File: src/rtl/snake_cell.sv
// snake_cell: one playfield cell tracking how long each snake's body stays lit here and sticky head collisions
module snake_cell #(
    parameter int COORD_W    = 5,
    parameter int LEN_W      = 16,
    parameter int NUM_SNAKES = 2,
    parameter int START_I    = 10,
    parameter int START_J    = 7,
    parameter int START_LEN  = 3
) (
    input  logic                          clk,
    input  logic                          reset,
    input  logic                          sys,
    input  logic                          gameOver,
    input  logic [COORD_W-1:0]            i,
    input  logic [COORD_W-1:0]            j,
    input  logic [NUM_SNAKES*COORD_W-1:0] head_i,
    input  logic [NUM_SNAKES*COORD_W-1:0] head_j,
    input  logic [NUM_SNAKES-1:0]         head_valid,
    input  logic [NUM_SNAKES*LEN_W-1:0]   length,
    output logic [NUM_SNAKES-1:0]         occupied,
    output logic                          lightOn,
    output logic                          collide,
    output logic [NUM_SNAKES-1:0]         collide_mask
);
    typedef enum logic {OFF, ON} state_t;

    state_t               state     [NUM_SNAKES];
    state_t               state_nxt [NUM_SNAKES];
    logic [LEN_W-1:0]     cnt       [NUM_SNAKES];
    logic [LEN_W-1:0]     cnt_nxt   [NUM_SNAKES];
    logic [LEN_W-1:0]     rst_cnt   [NUM_SNAKES];
    logic [LEN_W:0]       len_eff   [NUM_SNAKES];
    logic [NUM_SNAKES-1:0] rst_on, hit, expiring, mask_nxt;
    logic [3:0]           nhits;
    logic                 blocking, coll_nxt;

    // Initial snake bodies: snake k lies on row START_I+2k, its head at START_J, older segments to the left
    for (genvar k = 0; k < NUM_SNAKES; k++) begin : g_rst
        localparam int ROW = START_I + 2 * k;
        assign rst_on[k]  = (int'(i) == ROW) && (int'(j) >= START_J - START_LEN + 1) && (int'(j) <= START_J);
        assign rst_cnt[k] = rst_on[k] ? LEN_W'(START_J - int'(j)) : '0;
    end

    // Next-state: age each body segment, detect expiry, heads and collisions for this tick
    always_comb begin
        hit      = '0;
        expiring = '0;
        blocking = 1'b0;
        nhits    = '0;
        coll_nxt = collide;
        mask_nxt = collide_mask;
        for (int k = 0; k < NUM_SNAKES; k++) begin
            len_eff[k]  = (length[k*LEN_W +: LEN_W] == '0) ? (LEN_W+1)'(1) : {1'b0, length[k*LEN_W +: LEN_W]};
            hit[k]      = head_valid[k] && head_i[k*COORD_W +: COORD_W] == i && head_j[k*COORD_W +: COORD_W] == j;
            expiring[k] = state[k] == ON && ({1'b0, cnt[k]} + 1'b1 >= len_eff[k]);
            blocking    = blocking | (state[k] == ON && !expiring[k]);
            nhits       = nhits + {3'b0, hit[k]};
        end
        for (int k = 0; k < NUM_SNAKES; k++) begin
            state_nxt[k] = state[k] == OFF ? (hit[k] ? ON : OFF) : (expiring[k] ? OFF : ON);
            cnt_nxt[k]   = (state[k] == OFF || expiring[k] || hit[k]) ? '0 : cnt[k] + 1'b1;
            if (hit[k] && (blocking || nhits > 4'd1)) begin
                mask_nxt[k] = 1'b1;
                coll_nxt    = 1'b1;
            end
        end
    end

    // State register: reset loads the starting body, otherwise advance only on live game ticks
    always_ff @(posedge clk) begin
        if (!reset) begin
            for (int k = 0; k < NUM_SNAKES; k++) begin
                state[k] <= rst_on[k] ? ON : OFF;
                cnt[k]   <= rst_cnt[k];
            end
            collide      <= 1'b0;
            collide_mask <= '0;
        end else if (sys && !gameOver) begin
            for (int k = 0; k < NUM_SNAKES; k++) begin
                state[k] <= state_nxt[k];
                cnt[k]   <= cnt_nxt[k];
            end
            collide      <= coll_nxt;
            collide_mask <= mask_nxt;
        end
    end

    // Outputs taken straight from the state registers; the light is blanked on game over
    always_comb begin
        for (int k = 0; k < NUM_SNAKES; k++) occupied[k] = state[k] == ON;
        lightOn = |occupied && !gameOver;
    end
endmodule

File: config.mk
export PLATFORM = sky130hd
export DESIGN_NAME = snake_cell
export DESIGN_NICKNAME = d
export VERILOG_FILES = /design/src/rtl/snake_cell.sv
export SDC_FILE = /design/constraint.sdc
export NUM_CORES = 1
export LEC_CHECK = 0
export ABC_CLOCK_PERIOD_IN_PS = 3500
export BUFFER_PORTS_ARGS = -buffer_cell sky130_fd_sc_hd__buf_2
export CORE_UTILIZATION = 55
export CTS_CLUSTER_SIZE = 12
export DETAILED_ROUTE_END_ITERATION = 10
export PLACE_DENSITY = 0.85
export SLEW_MARGIN = 20
export SYNTH_ARGS = -nofsm -noshare
export SYNTH_HDL_FRONTEND = slang
export SYNTH_SLANG_ARGS = --single-unit
File: constraint.sdc
create_clock -name clk -period 3.5 [get_ports clk]
set_input_delay 1.05 -clock clk [delete_from_list [all_inputs] [get_ports clk]]
set_output_delay 1.05 -clock clk [all_outputs]
set_load 0.01 [all_outputs]
==> out/results.txt <==
Tcrit/Tclk final -> 92.8%
Post-synth ARST share -> 0%
Mapped Cells -> 341
Top FF cell, synth -> edfxtp_1
Post-Route WL -> 7.20 mm
Synth Register Bits -> 37
Synthesized net count -> 445
Status -> finished clean
Power Density -> 276 mW/mm2
Final Hold Vio Count -> 0
Sequential fraction of the synthesis area -> 33.5%
Layout Cells excl Fill -> 496
Met2 WL -> 3.60 mm
H-tree depth -> 2
Post_cts resized -> 0
Die Footprint -> 0.00618 mm2
DP Wirelength -> 5.89 mm
CTS buffer count -> 5
Mapped Avg Cell Area -> 9.47 um2
Iteration-0 DRC Markers -> 147
Max stage delay on crit path -> 0.42 ns
WL per Instance -> 14.5 um
Fin crit period -> 3.25 ns
ANT nets after route -> 0
Synth unique cells -> 46
HP Start -> collide
DP Cell Count -> 488
Router iterations before antenna repair -> 5
EDFF count, synth -> 34
Core area -> 0.00557 mm2
Row cnt -> 27
Gpl congestion -> 0.827
RSZ-0062 raised after global routing -> no
Nets -> 527
Final Max Tran Viols -> 0
Port Buf Inserts -> 73
Launching point of the worst reg2reg path -> cnt[0][22]
Most common cell after layout, fill and taps aside -> buf_2
Endpoint of the worst hold path -> collide
Critical-path cell list -> and4_1 -> nand3_1 -> nor2_1 -> nand3_1 -> xnor2_1 -> ha_1 -> a21o_1 -> a211o_1 -> a31oi_1 -> o41a_4 -> nand3_2 -> o22ai_1
Actual slew at the worst max-slew pin -> 0.440 ns
Worst-case clock buffer depth -> 2
Post-Route M1 WL -> 2.96 mm
R2R depth -> 12
Ports -> 74
Startpoint Class -> flop
Crit. End Element -> flop
Layout cell share with drive strength beyond 1 -> 21.7%
Die W -> 78.6 um
CTS root buffer -> clkbuf_8
Top routing layer in use -> met4
FMAX -> 0.308 GHz
Total global-route track usage -> 24.9%
First-pass GRT wire length -> 11.9 mm
Hold Buf Count CTS -> 0
IR drop worst, VDD -> 0.000179 V
Drt drc -> 0
Crit path kind -> reg -> reg
Met3 routed WL -> 403 um
Footprint of the multi-input gates -> 0.00197 mm2
Setup violators final -> 0
Initial core utilization -> 57.9%
Clock sink count -> 37
Area Overhead vs Synth -> 16.9%
HP Class -> reg -> reg
ANT cells -> 0
Die height -> 78.6 um
Gr ovfl total -> 0
Most frequent cells in the layout -> buf_2, inv_1, xnor2_1
YS warnings -> 0
Filler instances -> 455
CP dominant cell by count -> nand3_1
Setup_tns -> 0 ns
Cell Area, Synth -> 0.00323 mm2
Reg2Reg Setup Slack -> 0.25 ns
Clock latency on the worst-skew pair -> 0.29 ns
CTS tree -> built
Leakage -> 1.74 nW
Final setup skew -> 0.00318 ns
Reg area -> 0.00108 mm2
Pwr Total -> 1.04 mW
Hold depth -> 2
Worst r2r dst -> cnt[0][16]
Initial antenna violation count -> 0
Clock transition at path regs -> 0.07 ns
Max transition margin -> 70.6%
# Post-CTS Setup Buffers -> 0
Slowest cell on crit path -> edfxtp_1
Max-Cap Viols -> 0
Via density -> 5.76
Detailed-route via count -> 2856
Number of global-route vias before repair -> 2813
Core Util, Final -> 67.7%
Critical Path RT -> 3.63 ns
Crit path max fanout -> 13
Pin count of the biggest net entering global routing -> 35
Worst Path Arrival -> 3.38 ns
worst max path at each step:
stage	start	end	slack (ns)	cells past startpoint
floorplan	length[8]	cnt[0][0]	0.60	10
global placement	length[8]	cnt[0][8]	0.33	10
detailed placement	length[8]	cnt[0][5]	0.24	10
CTS	cnt[0][22]	cnt[0][16]	0.32	12
global route	cnt[0][22]	cnt[0][16]	0.02	12
finish	cnt[0][22]	cnt[0][16]	0.25	12
cell type report:
| class | instances | area share (%) |
|---|---|---|
| multi-input combinational | 260 | 52.1 |
| tap | 72 | 2.39 |
| inverter | 41 | 4.08 |
| sequential | 37 | 28.6 |
| clock buffer | 8 | 2.12 |
| timing repair buffer | 78 | 10.7 |
logic make-up after synthesis:
kind of cell / Yosys count / synth area share [%]
xor gates and xnor gates: 48 / 13.0
DFF: 37 / 33.5
AOI/OAI and AO/OA: 52 / 11.6
adders and majority gates: 36 / 14.0
buffers and inverters: 44 / 5.62
and+or+nand+nor: 124 / 22.3
layer usage:
| metal | vias to the layer above | GRT usage, % |
|---|---|---|
| li1 | 1403 | - |
| met1 | 1315 | 27.7 |
| met2 | 111 | 44.3 |
| met3 | 27 | 4.42 |
| met4 | 0 | 14.1 |
| met5 | - | 0 |
synthesized netlist by cell type, types with 2 or more instances:
cell      instances  area [um2]
buf_6             2        22.5
o21bai_1          2        15.0
a21o_1            6        45.0
a41o_1            2        20.0
nor2b_1          20         125
nor4_1            7        43.8
and2_1            3        18.8
dfxtp_1           3        60.1
a31oi_1           2        12.5
nor3_1            8        40.0
and3_4            3        33.8
and3_1            5        31.3
o21ai_0           8        40.0
a21oi_1          10        50.1
nand4_1          17         106
o22ai_1           7        43.8
and4_1            2        17.5
o21ai_1           2        10.0
a32oi_1           2        17.5
xnor2_1          37         324
and2b_1           3        22.5
nand3_1          20         100
nand2_1          15        56.3
xor2_1           11        96.3
inv_1            41         154
edfxtp_1         34        1020
nand3b_1          3        22.5
ha_1             36         450
nor2_1           13        48.8
sequential cells by signal, summed over array words and instances, names as in the netlist:
register and flops:
collide 1, state 2, collide_mask 2, cnt 32
critical path, delay by kind of cell, from the launching register on:
family                   cells  cell delay [ns]
AND/OR/NAND/NOR              5             1.06
AO/OA/AOI/OAI                5             1.13
XOR/XNOR                     1             0.21
adder cells (fa/ha/maj)      1             0.29
flip-flops                   1             0.42
through the flow:
stage          hold slack, ns  cell area (um2)  setup WS (ns)
2_1_floorplan           0.506             3230          0.595
3_3_place_gp            0.457             3690          0.331
3_5_place_dp            0.480             3690          0.244
4_1_cts                 0.498             3770          0.318
5_1_grt                 0.534             3770         0.0200
6_report                0.496             3770          0.251
power by group:
| part | leakage (nW) | internal (mW) | switching (mW) | total, mW |
|---|---|---|---|---|
| registers | 0.388 | 0.505 | 0.0209 | 0.526 |
| logic | 1.31 | 0.109 | 0.121 | 0.230 |
| clock network | 0.0395 | 0.141 | 0.145 | 0.286 |
| total | 1.74 | 0.755 | 0.287 | 1.04 |
(Power assumes the default switching activity.)
